### src/rtl/surf4_spi_flash_seq.sv
// WISHBONE master that drives the simple SPI core to run whole SPI flash commands
// (init, one-time dummy byte, opcode/address/data bytes). Optional write path: SURF4_SPI_SEQ_WRITE_EN.
module surf4_spi_flash_seq #(
  parameter logic [7:0] SPCR_INIT = 8'h50,
  parameter int         LEN_BITS  = 12,
  parameter int         POLL_MAX  = 1023
) (
  input  logic                clk_i,
  input  logic                rst_i,
  input  logic                cmd_valid_i,
  output logic                cmd_ready_o,
  input  logic [7:0]          cmd_opcode_i,
  input  logic                cmd_has_addr_i,
  input  logic [23:0]         cmd_addr_i,
  input  logic [LEN_BITS-1:0] cmd_len_i,
`ifdef SURF4_SPI_SEQ_WRITE_EN
  input  logic                cmd_write_i,
  input  logic [7:0]          wr_data_i,
  input  logic                wr_valid_i,
  output logic                wr_ready_o,
`endif
  output logic [7:0]          rd_data_o,
  output logic                rd_valid_o,
  output logic                busy_o,
  output logic                err_o,
  output logic                cs_o,
  output logic                spi_cyc_o,
  output logic                spi_stb_o,
  output logic                spi_we_o,
  output logic [1:0]          spi_adr_o,
  output logic [7:0]          spi_dat_o,
  input  logic [7:0]          spi_dat_i,
  input  logic                spi_ack_i
);

  localparam int PW = $clog2(POLL_MAX + 1);
  localparam logic [PW-1:0] POLL_LAST = PW'(POLL_MAX - 1);

  localparam logic [1:0] REG_SPCR = 2'd0;
  localparam logic [1:0] REG_SPSR = 2'd1;
  localparam logic [1:0] REG_SPDR = 2'd2;
  localparam logic [1:0] REG_SPER = 2'd3;

  typedef enum logic [3:0] {
    S_INIT_CR, S_INIT_ER, S_IDLE, S_SEL, S_WAITWR, S_TX, S_POLL, S_RX, S_RELEASE
  } state_t;

  typedef enum logic [1:0] {K_DUMMY, K_HDR, K_DATA} kind_t;

  state_t state, state_d;
  kind_t  kind;

  logic                gap;
  logic                init_done;
  logic                dummy_done;
  logic                err;
  logic                rd_valid;
  logic [7:0]          rd_data;
  logic [1:0]          hidx;
  logic [LEN_BITS-1:0] len_left;
  logic [PW-1:0]       poll_cnt;

  logic [7:0]  opcode;
  logic [23:0] addr;
  logic        has_addr;
  logic        write_cmd;
  logic [7:0]  wr_byte;

  logic       cyc, we;
  logic [1:0] adr;
  logic [7:0] dat;
  logic [7:0] tx_byte;
  logic       more_hdr, last_byte, next_data;
  logic       bus_ack, cmd_fire;

  assign cmd_ready_o = (state == S_IDLE) && init_done;
  assign cmd_fire    = cmd_valid_i && cmd_ready_o;
  assign bus_ack     = cyc && spi_ack_i;
  assign busy_o      = (state != S_IDLE);
  assign err_o       = err;
  assign rd_valid_o  = rd_valid;
  assign rd_data_o   = rd_data;
  assign spi_cyc_o   = cyc;
  assign spi_stb_o   = cyc;
  assign spi_we_o    = we;
  assign spi_adr_o   = adr;
  assign spi_dat_o   = dat;

  // Select is high from SEL through the last RX, except for the CCLK dummy byte.
  assign cs_o = ((state == S_SEL) || (state == S_WAITWR) || (state == S_TX) ||
                 (state == S_POLL) || (state == S_RX)) && (kind != K_DUMMY);

`ifdef SURF4_SPI_SEQ_WRITE_EN
  assign wr_ready_o = (state == S_WAITWR) && wr_valid_i;
`else
  assign write_cmd  = 1'b0;
  assign wr_byte    = 8'h00;
`endif

  always_comb begin
    tx_byte = 8'h00;
    case (kind)
      K_DUMMY: tx_byte = 8'hFF;
      K_HDR: begin
        case (hidx)
          2'd0:    tx_byte = opcode;
          2'd1:    tx_byte = addr[23:16];
          2'd2:    tx_byte = addr[15:8];
          default: tx_byte = addr[7:0];
        endcase
      end
      K_DATA:  tx_byte = write_cmd ? wr_byte : 8'h00;
      default: tx_byte = 8'h00;
    endcase
  end

  always_comb begin
    more_hdr  = (kind == K_HDR) && has_addr && (hidx != 2'd3);
    next_data = (kind == K_DATA) || ((kind == K_HDR) && !more_hdr);
    last_byte = 1'b0;
    if (kind == K_HDR)
      last_byte = !more_hdr && (len_left == '0);
    else if (kind == K_DATA)
      last_byte = (len_left == LEN_BITS'(1));
  end

  always_ff @(posedge clk_i) begin
    if (rst_i)
      state <= S_INIT_CR;
    else
      state <= state_d;
  end

  // Bus ops hold cyc/stb until ack; gap forces the idle cycle after every ack.
  always_comb begin
    state_d = state;
    cyc     = 1'b0;
    we      = 1'b0;
    adr     = REG_SPCR;
    dat     = 8'h00;
    case (state)
      S_INIT_CR: begin
        cyc = !gap;
        we  = 1'b1;
        adr = REG_SPCR;
        dat = SPCR_INIT;
        if (bus_ack) state_d = S_INIT_ER;
      end
      S_INIT_ER: begin
        cyc = !gap;
        we  = 1'b1;
        adr = REG_SPER;
        dat = 8'h00;
        if (bus_ack) state_d = S_IDLE;
      end
      S_IDLE: begin
        if (cmd_fire) state_d = dummy_done ? S_SEL : S_TX;
      end
      S_SEL: state_d = S_TX;
      S_WAITWR: begin
`ifdef SURF4_SPI_SEQ_WRITE_EN
        if (wr_valid_i) state_d = S_TX;
`else
        state_d = S_TX;
`endif
      end
      S_TX: begin
        cyc = !gap;
        we  = 1'b1;
        adr = REG_SPDR;
        dat = tx_byte;
        if (bus_ack) state_d = S_POLL;
      end
      S_POLL: begin
        cyc = !gap;
        adr = REG_SPSR;
        if (bus_ack) begin
          if (!spi_dat_i[0])
            state_d = S_RX;
          else if (poll_cnt == POLL_LAST)
            state_d = S_RELEASE;
        end
      end
      S_RX: begin
        cyc = !gap;
        adr = REG_SPDR;
        if (bus_ack) begin
          if (kind == K_DUMMY)
            state_d = S_SEL;
          else if (last_byte)
            state_d = S_RELEASE;
          else if (next_data && write_cmd)
            state_d = S_WAITWR;
          else
            state_d = S_TX;
        end
      end
      S_RELEASE: state_d = S_IDLE;
      default:   state_d = S_INIT_CR;
    endcase
    if (!cyc) begin
      we  = 1'b0;
      adr = REG_SPCR;
      dat = 8'h00;
    end
  end

  always_ff @(posedge clk_i) begin
    if (rst_i) begin
      gap        <= 1'b1;
      init_done  <= 1'b0;
      dummy_done <= 1'b0;
      err        <= 1'b0;
      rd_valid   <= 1'b0;
      rd_data    <= 8'h00;
      kind       <= K_DUMMY;
      hidx       <= 2'd0;
      len_left   <= '0;
      poll_cnt   <= '0;
    end else begin
      gap      <= bus_ack;
      rd_valid <= 1'b0;
      case (state)
        S_INIT_ER: if (bus_ack) init_done <= 1'b1;
        S_IDLE: begin
          if (cmd_fire) begin
            err      <= 1'b0;
            hidx     <= 2'd0;
            len_left <= cmd_len_i;
            poll_cnt <= '0;
            kind     <= dummy_done ? K_HDR : K_DUMMY;
          end
        end
        S_TX: if (bus_ack) poll_cnt <= '0;
        S_POLL: begin
          if (bus_ack && spi_dat_i[0]) begin
            poll_cnt <= poll_cnt + PW'(1);
            if (poll_cnt == POLL_LAST) err <= 1'b1;
          end
        end
        S_RX: begin
          if (bus_ack) begin
            case (kind)
              K_DUMMY: begin
                dummy_done <= 1'b1;
                kind       <= K_HDR;
              end
              K_HDR: begin
                if (more_hdr) hidx <= hidx + 2'd1;
                else          kind <= K_DATA;
              end
              default: begin
                len_left <= len_left - LEN_BITS'(1);
                if (!write_cmd) begin
                  rd_valid <= 1'b1;
                  rd_data  <= spi_dat_i;
                end
              end
            endcase
          end
        end
        default: ;
      endcase
    end
  end

  // Descriptor latch: only meaningful after a handshake, so it carries no reset.
  always_ff @(posedge clk_i) begin
    if (cmd_fire) begin
      opcode   <= cmd_opcode_i;
      addr     <= cmd_addr_i;
      has_addr <= cmd_has_addr_i;
`ifdef SURF4_SPI_SEQ_WRITE_EN
      write_cmd <= cmd_write_i;
`endif
    end
`ifdef SURF4_SPI_SEQ_WRITE_EN
    if ((state == S_WAITWR) && wr_valid_i)
      wr_byte <= wr_data_i;
`endif
  end

endmodule
### config.mk
export PLATFORM = sky130hd
export DESIGN_NAME = surf4_spi_flash_seq
export DESIGN_NICKNAME = d
export VERILOG_FILES = /design/src/rtl/surf4_spi_flash_seq.sv
export SDC_FILE = /design/constraint.sdc
export NUM_CORES = 1
export LEC_CHECK = 0
export CORE_AREA = 2 2 90 92
export CTS_CLUSTER_SIZE = 24
export DETAILED_ROUTE_END_ITERATION = 12
export DIE_AREA = 0 0 92 94
export HOLD_SLACK_MARGIN = 0.03
export PLACE_DENSITY = 0.79
export SYNTH_ARGS = -nofsm -noshare
export SYNTH_HDL_FRONTEND = slang
export SYNTH_SLANG_ARGS = --single-unit
### constraint.sdc
create_clock -name clk_i -period 3 [get_ports clk_i]
set_input_delay 0.45 -clock clk_i [delete_from_list [all_inputs] [get_ports clk_i]]
set_output_delay 0.45 -clock clk_i [all_outputs]
set_load 0.01 [all_outputs]
==> impl_metrics.toml, run 1 <==
[status]
status = "complete, no violations"

[setup_path]
worstPathCellList = "inv_1 > ha_1 > a222oi_1 > nand2_1 > o21ai_0 > a21o_1 > nand2_1 > clkdlybuf4s50_1"
slowest_delay_ns = 0.48
endpoint_kind = "output pin"
worstPathArrival_ns = 2.40
crit_required_ns = 2.55
cp_max_fo = 8
r2r.worst_path.cells = 6
critical_path_class = "register to output pin"
slowest_stage = "clkdlybuf4s50_1"
critPathLaunchType = "register"
cpMostUsedCell = "nand2_1"

[synth]
async_reset_ff_share_pct = 0
synth_cells = 412
synth_area_um2 = 3840
yosysWarnings = 0
synth_top_area_cell = "edfxtp_1"
synthFlopType = "dfxtp_1"
syn_avg_cell_area_um2 = 9.33
ys_seq_elements = 76
synth_cell_types = 61
synth_top_cell_area_share_pct = 25.8
syn_nets = 478
synthTopCellsByArea = "edfxtp_1 26%, dfxtp_1 22%, a21oi_1 5.7%"
yosysMostFrequentCell = "nand2_1"
synth_edf_count = 33
synthTopCellsByCount = "48 x nand2_1, 44 x a21oi_1, 43 x dfxtp_1"
synth.yosys.seq_area_share_pct = 48.2

[power]
irDropWorstVdd_uv = 383
power.leakage_nw = 1.77
p_per_area_nw_per_um2 = 523

[drt]
drt_iter0_drc = 245
ant_nets = 0
drc_errors = 0
vias = 3387
avgViaCountPerCell = 5.68
dr.pass1.iters = 5
wl_per_cell_um = 15.5
drt_wl_total_mm = 9.27

[final_layout]
final_cells = 596
diodes = 0
seq_area_um2 = 1850
finalNetCount = 555
utilization_pct = 65.4
drive_above_1_share_pct = 7.89
fillers = 631
area_growth_pct = 29.4
multi_input_comb_area_um2 = 1830

[clock_tree]
cts_made_buffers = 9
cts_hold_buf = 0
htreeDepth = 3
path_clk_slew_ns = 0.09
clockRootBuffer = "clkbuf_8"
clkSinkCount = 76
clock_path_buffers = 2
insertion_delay_ns = 0.36
cts_tree = "built"

[worst_hold_path]
hold_depth = 2
min_path_type = "register to register"

[timing]
worst_slew_pin_slew_ns = 0.638
finalCritPeriodShare_pct = 94.9
setup-tns-final_ns = 0
finalHoldViolCount = 0
setup_viol = 0
slew_violations = 0
finalCriticalPeriod_ns = 2.85
fmax_mhz = 351
setup_ws_ns = 0.154
hold_slack_ns = 0.460
rsz0062_at_grt = "false"
max-slew-margin-rel_pct = 56.9
skew_ns = 0.00816

[global_route]
track_usage_pct = 22.3
grt_pass1_vias = 3106
gr-total-overflow = 0
grt_max_degree = 36
antenna_found_initial = 0
grt_pass1_wl_mm = 15.2

[die]
die_h_um = 94
initial_core_util_pct = 50.5
ios = 83
coreArea_um2 = 7610
fp.dieArea_um2 = 8650
die_x_um = 92
rows = 32

[placed_design]
portBuffers = 82
place_congestion = 0.842
dp.cells = 580
dp_hpwl_mm = 6.52
pre_cts_ws_ns = 0.523

[flow_run]
drv_cap = 0
## cell families (layout without fill, tap and decap cells)
logic type | Yosys count | after routing | share of synthesized area, %
compound gates | 121 | 121 | 20.9
xor+xnor | 1 | 1 | 0.228
fa+ha+maj | 9 | 9 | 2.93
buf+inv | 38 | 120 | 4.30
flops | 76 | 76 | 48.2
mux | 2 | 2 | 0.553
simple gates | 165 | 165 | 22.9
## routing by layer
metal  GRT usage, %  share of wire, %
met2           35.2                47
met1           30.3                45
met4           7.21               1.4
met3           5.62               6.4
met5              0                 0
## metrics by stage
step | total power (W) | instance area [um2]
floorplan | 0.00149 | 3840
CTS | 0.00261 | 4970
global route | 0.00273 | 4980
detailed placement | 0.00171 | 4740
global placement | 0.00170 | 4740
finish | 0.00260 | 4980
## worst paths after layout
check / endpoint / slack, ns / from
worst max register to register: kind[0]$_SDFFE_PP0P_ / 0.55 / state[1]$_SDFFE_PP0P_
worst min register to register: rd_data_o[4]$_SDFFE_PP0P_ / 0.46 / rd_data_o[4]$_SDFFE_PP0P_
worst min-delay path: rd_data_o[4]$_SDFFE_PP0P_ / 0.46 / rd_data_o[4]$_SDFFE_PP0P_
worst max-delay path: spi_dat_o[4] / 0.15 / hidx[1]$_SDFFE_PP0P_
## sequential cells by signal (all words and copies together), names as in the netlist
| name | flops |
|---|---|
| gap | 1 |
| len_left | 12 |
| rd_valid_o | 1 |
| poll_cnt | 10 |
| state | 4 |
| addr | 24 |
| err_o | 1 |
| init_done | 1 |
| kind | 2 |
| dummy_done | 1 |
| has_addr | 1 |
| rd_data_o | 8 |
| hidx | 2 |
| opcode | 8 |
## worst max-delay path, delay by kind of cell (launching register included)
kind / cells / cell delay (ns)
adder cells (fa/ha/maj): 1 / 0.29
flip-flops: 1 / 0.39
AND/OR/NAND/NOR: 2 / 0.14
buffers and inverters: 2 / 0.57
AO/OA/AOI/OAI: 3 / 0.64
## where the power goes
| group | internal, W | switching, W | leakage, nW |
|---|---|---|---|
| clock network | 0.000483 | 0.000425 | 0.113 |
| logic | 0.000275 | 0.000277 | 1.01 |
| registers | 0.00110 | 0.0000421 | 0.644 |
| total | 0.00186 | 0.000744 | 1.77 |
## timing repair
action                                  CTS  global route
endpoints found under the setup margin    0             1
gates resized for setup                   0             2
buffers inserted                          0             0
endpoints found under the hold margin     0             0
## area by class of cell
class                   instances  area share, %
repair buffers                 91           17.8
clock inverters                 7           2.11
flip-flops and latches         76           37.2
clock buffers                   9           2.49
multi-input cells             298           36.8
well taps                     102           2.56
inverters                      13          0.980
## placed cells by master, fill, tap and decap left out, drive strengths merged, types with 4 or more instances in the layout
cell type,count
a211oi,4
a21o,4
a21oi,44
a222oi,8
a31oi,4
and2,5
buf,9
clkbuf,9
clkdlybuf4s50,82
dfxtp,43
edfxtp,33
ha,9
inv,17
nand2,49
nand2b,10
nand3,17
nand3b,4
nor2,35
nor2b,8
nor3,9
nor4,4
o21ai,30
o31ai,4
Power figures use the tool's default switching activity.
==> inputs of run 2 (changes only) <==
--- a/config.mk
+++ b/config.mk
@@ -5,12 +5,14 @@
 export SDC_FILE = /design/constraint.sdc
 export NUM_CORES = 1
 export LEC_CHECK = 0
+export ABC_CLOCK_PERIOD_IN_PS = 3000
 export CORE_AREA = 2 2 90 92
 export CTS_CLUSTER_SIZE = 24
 export DETAILED_ROUTE_END_ITERATION = 12
 export DIE_AREA = 0 0 92 94
 export HOLD_SLACK_MARGIN = 0.03
 export PLACE_DENSITY = 0.79
+export REMOVE_ABC_BUFFERS = 1
 export SYNTH_ARGS = -nofsm -noshare
 export SYNTH_HDL_FRONTEND = slang
 export SYNTH_SLANG_ARGS = --single-unit
==> run 2 against run 1 <==
Against the previous run:
- wire length about the same
- setup slack worse by 0.026 ns
- die area unchanged
- first-iteration DRC count down 12%
- combinational power down 3%
- clock power up 3.4%
- core utilization up 0.41 points
- critical path type unchanged
- critical endpoint is now spi_dat_o[6]
==> impl_metrics.toml, run 2 (same netlist as run 1, synthesis figures left out) <==
[final_layout]
largestRegisters = "addr: 24 flops, len_left: 12 flops, poll_cnt: 10 flops"
area_growth_pct = 30.3
utilization_pct = 65.8
fillers = 624
final_cells = 596
diodes = 0
drive_above_1_share_pct = 7.29
largest_register_ffs = 24
mostFrequentLayoutCell = "clkdlybuf4s50_1"
finalNetCount = 555
layout_common_cells = "82 x clkdlybuf4s50_1, 48 x nand2_1, 44 x a21oi_1"
finish.instance_area_um2 = 5010
regMostFlops = "addr"

[die]
die_x_um = 92
die_h_um = 94
fp.dieArea_um2 = 8650
coreArea_um2 = 7610
rows = 32
ios = 83
initial_core_util_pct = 50.5

[timing]
worst_slew_pin_slew_ns = 0.672
setup_viol = 0
skew_ns = 0.00815
rsz0062_at_grt = "false"
slew_violations = 0
max-slew-margin-rel_pct = 55.1
finalCriticalPeriod_ns = 2.87
setup-tns-final_ns = 0
fmax_mhz = 348
finalCritPeriodShare_pct = 95.7
finalHoldViolCount = 0

[global_route]
grt_max_degree = 35
grt_pass1_vias = 3100
gr-total-overflow = 0
grt_pass1_wl_mm = 15.0
track_usage_pct = 22.0
antenna_found_initial = 0

[setup_path]
critical_path_class = "register to output pin"
cpMostUsedCell = "nand2_1"
path_delay_family = "flip-flops"
worstPathCellList = "nand2_1 > or3_1 > a21o_1 > nand2_1 > clkdlybuf4s50_1"
critPathLaunchType = "register"
path_buf_inv = 1
rrSetupSlack_ns = 0.63
worstPathArrival_ns = 2.42
endpoint_kind = "output pin"
slowest_delay_ns = 0.68
crit_required_ns = 2.55
cp_max_fo = 16
slowest_stage = "dfxtp_1"

[power]
p_comb_share_pct = 20.4
power_frac_clock_pct = 35.6
p_per_area_nw_per_um2 = 527
swShare_pct = 27.0
p_int_w = 0.00193
p_seq_share_pct = 44.0
irDropWorstVdd_uv = 348
switchingPower_w = 0.000713
power.leakage_nw = 1.78
total_power_w = 0.00264

[worst_hold_path]
min_path_type = "register to register"

[clock_tree]
cts_tree = "built"
cts_resized = 0
path_clk_slew_ns = 0.08
cts_made_buffers = 9
htreeDepth = 3
clock_path_buffers = 2
clkSinkCount = 76
insertion_delay_ns = 0.35
post-cts-setup-buffers = 0
cts_hold_buf = 0
clockRootBuffer = "clkbuf_8"

[drt]
drt_iter0_drc = 215
drt_wl_total_mm = 9.27
ant_nets = 0
dr.pass1.iters = 5
vias = 3416
avgViaCountPerCell = 5.73
wl_per_cell_um = 15.6
drc_errors = 0

[placed_design]
place_area_um2 = 4770
portBuffers = 82
dp.cells = 580
dp_hpwl_mm = 6.52
place_congestion = 0.897

[flow_run]
drv_cap = 0

[status]
status = "complete, no violations"
[run 2: cell types whose count changed in the layout (fill, tap and decap cells not counted)]
cell | before | now
buf_12 | 0 | 2
buf_4 | 9 | 7
bufinv_16 | 2 | 3
clkbuf_1 | 0 | 1
clkinvlp_2 | 0 | 1
dfxtp_1 | 42 | 43
dfxtp_2 | 1 | 0
ha_1 | 8 | 9
ha_2 | 1 | 0
inv_6 | 3 | 1
inv_8 | 1 | 0
[run 2: per-layer routing]
metal	global-route usage (%)	share of wire (%)	wire length [um]
met4	8.83	2.3	210
met1	29.1	44	4120
met3	4.09	5.1	477
met2	35.8	48	4460
met5	0	0	0
[run 2: cell type report]
cell class,count,area (um2),area share [%]
clock inverters,6,111,2.22
flip-flops and latches,76,1850,37.0
inverters,13,48.8,0.974
clock buffers,10,128,2.55
well taps,102,128,2.55
repair buffers,91,913,18.2
multi-input cells,298,1830,36.5
[run 2: power groups by stage]
stage / registers (W) / clock network (W) / logic (W)
floorplan: 0.00118 / 0 / 0.000282
global placement: 0.00118 / 0 / 0.000521
detailed placement: 0.00118 / 0 / 0.000528
CTS: 0.00116 / 0.000955 / 0.000532
global route: 0.00117 / 0.00101 / 0.000577
finish: 0.00116 / 0.000939 / 0.000537
[run 2: tightest hold or removal path: stages (launching register included)]
cell and delay, ns:
dfxtp_1 0.31, nand2_1 0.05, a21oi_1 0.05
[run 2: worst paths after layout]
path / start / to / cells past startpoint
hold / removal: rd_data_o[4]$_SDFFE_PP0P_ / rd_data_o[4]$_SDFFE_PP0P_ / 2
setup reg to reg: state[1]$_SDFFE_PP0P_ / kind[0]$_SDFFE_PP0P_ / 6
setup / recovery: state[2]$_SDFFE_PP0P_ / spi_dat_o[6] / 5
hold reg to reg: rd_data_o[4]$_SDFFE_PP0P_ / rd_data_o[4]$_SDFFE_PP0P_ / 2
[run 2: metrics by stage]
step | setup slack, ns | hold slack [ns]
detailed placement | 0.541 | 0.449
CTS | 0.160 | 0.460
global placement | 0.606 | 0.444
finish | 0.128 | 0.457
floorplan | 0.648 | 0.447
global route | 0.0230 | 0.479
==> inputs of run 3 (changes only) <==
--- a/config.mk
+++ b/config.mk
@@ -5,7 +5,7 @@
 export SDC_FILE = /design/constraint.sdc
 export NUM_CORES = 1
 export LEC_CHECK = 0
-export ABC_CLOCK_PERIOD_IN_PS = 3000
+export ABC_CLOCK_PERIOD_IN_PS = 3100
 export CORE_AREA = 2 2 90 92
 export CTS_CLUSTER_SIZE = 24
 export DETAILED_ROUTE_END_ITERATION = 12
==> constraint.sdc (replaced) <==
create_clock -name clk_i -period 3.1 [get_ports clk_i]
set_input_delay 0.465 -clock clk_i [delete_from_list [all_inputs] [get_ports clk_i]]
set_output_delay 0.465 -clock clk_i [all_outputs]
set_load 0.01 [all_outputs]
==> run 3 against run 2 <==
Against the previous run:
- sequential share of layout area grew 0.57 points
- wire length grew 2.9%
- non-clock buffer count grew 1
==> impl_metrics.toml, run 3 (same netlist as run 1, synthesis figures left out) <==
[status]
status = "complete, no violations"

[drt]
dr.pass1.iters = 5
drc_errors = 0
wl_per_cell_um = 16.0
vias = 3467
drt_iter0_drc = 193
avgViaCountPerCell = 5.82
ant_nets = 0
drt_wl_total_mm = 9.54

[power]
irDropWorstVdd_uv = 278
power.leakage_nw = 1.75
p_per_area_nw_per_um2 = 477
total_power_w = 0.00235

[timing]
setup-tns-final_ns = 0
max-slew-margin-rel_pct = 58.6
finalHoldViolCount = 0
worst_slew_pin_slew_ns = 0.612
fmax_mhz = 347
rsz0062_at_grt = "false"
slew_violations = 0
setup_viol = 0
finalCritPeriodShare_pct = 92.9
finalCriticalPeriod_ns = 2.88
skew_ns = 0.00720

[clock_tree]
cts_tree = "built"
cts_made_buffers = 9
cts_resized = 0
path_clk_slew_ns = 0.07
htreeDepth = 3
cts_hold_buf = 0
clock_path_buffers = 2
clkSinkCount = 76
insertion_delay_ns = 0.34
post-cts-setup-buffers = 0
clockRootBuffer = "clkbuf_8"

[final_layout]
regMostFlops = "addr"
largestRegisters = "addr: 24 flops, len_left: 12 flops, poll_cnt: 10 flops"
drive_above_1_share_pct = 7.29
largest_register_ffs = 24
fillers = 641
layout_common_cells = "82 x clkdlybuf4s50_1, 48 x nand2_1, 44 x a21oi_1"
mostFrequentLayoutCell = "clkdlybuf4s50_1"
finalNetCount = 556
area_growth_pct = 28.3
diodes = 0

[placed_design]
place_congestion = 0.860
portBuffers = 82
dp_hpwl_mm = 6.68

[setup_path]
critPathLaunchType = "register"
worstPathCellList = "inv_1 > ha_1 > a222oi_1 > nand2_1 > o21ai_0 > a21o_1 > nand2_1 > clkdlybuf4s50_1"
slowest_delay_ns = 0.48
critical_path_class = "register to output pin"
crit_required_ns = 2.63
endpoint_kind = "output pin"
cp_max_fo = 8
slowest_stage = "clkdlybuf4s50_1"
worstPathArrival_ns = 2.41
cpMostUsedCell = "nand2_1"

[worst_hold_path]
min_path_type = "register to register"

[die]
die_x_um = 92
ios = 83
die_h_um = 94
initial_core_util_pct = 50.5
rows = 32
coreArea_um2 = 7610
fp.dieArea_um2 = 8650

[global_route]
antenna_found_initial = 0
grt_pass1_wl_mm = 15.5
track_usage_pct = 22.6
grt_pass1_vias = 3279
gr-total-overflow = 0
grt_max_degree = 34

[flow_run]
drv_cap = 0
-- run 3: routing by layer --
metal | vias up | wire length [um] | global-route usage [%]
met5 | - | 0 | 0
met4 | 0 | 220 | 9.20
met3 | 14 | 482 | 3.93
met2 | 116 | 4610 | 37.5
met1 | 1656 | 4230 | 29.4
li1 | 1681 | - | -
-- run 3: path summary, 6_finish.rpt --
kind,cells past startpoint,end,from,slack [ns]
min,2,rd_data_o[1]$_SDFFE_PP0P_,rd_data_o[1]$_SDFFE_PP0P_,0.46
min reg2reg,2,rd_data_o[1]$_SDFFE_PP0P_,rd_data_o[1]$_SDFFE_PP0P_,0.46
max,8,spi_dat_o[4],hidx[0]$_SDFFE_PP0P_,0.22
max reg2reg,4,opcode[3]$_DFFE_PP_,state[1]$_SDFFE_PP0P_,0.71
-- run 3: worst max-delay path: cells and delay by family (launching register included) --
family	cells	cell delay, ns
and+or+nand+nor	2	0.14
adders and majority gates	1	0.32
buffers and inverters	2	0.58
DFF	1	0.41
AOI/OAI and AO/OA	3	0.63
-- run 3: layout make-up --
cell class / count / area (um2) / area share, %
clock buffer: 9 / 124 / 2.51
inverter: 13 / 48.8 / 0.989
timing repair buffer: 92 / 896 / 18.2
multi-input combinational: 298 / 1830 / 37.1
sequential: 76 / 1850 / 37.5
clock inverter: 6 / 56.3 / 1.14
tap: 102 / 128 / 2.59
-- run 3: power breakdown --
| group | internal, W | switching [W] | total (W) |
|---|---|---|---|
| clock network | 0.000360 | 0.000355 | 0.000715 |
| registers | 0.00106 | 0.0000398 | 0.00110 |
| logic | 0.000265 | 0.000269 | 0.000534 |
| total | 0.00169 | 0.000663 | 0.00235 |
-- run 3: per-stage QoR --
step | hold slack (ns) | worst slack, ns | cell area, um2 | std cells | utilization, %
global placement | 0.444 | 0.692 | 4750 | 581 | 62.5
finish | 0.460 | 0.221 | 4930 | 596 | 64.8
global route | 0.476 | 0.0852 | 4930 | 596 | 64.8
CTS | 0.462 | 0.203 | 4930 | 596 | 64.8
detailed placement | 0.451 | 0.596 | 4750 | 581 | 62.5
floorplan | 0.447 | 0.748 | 3730 | 387 | -
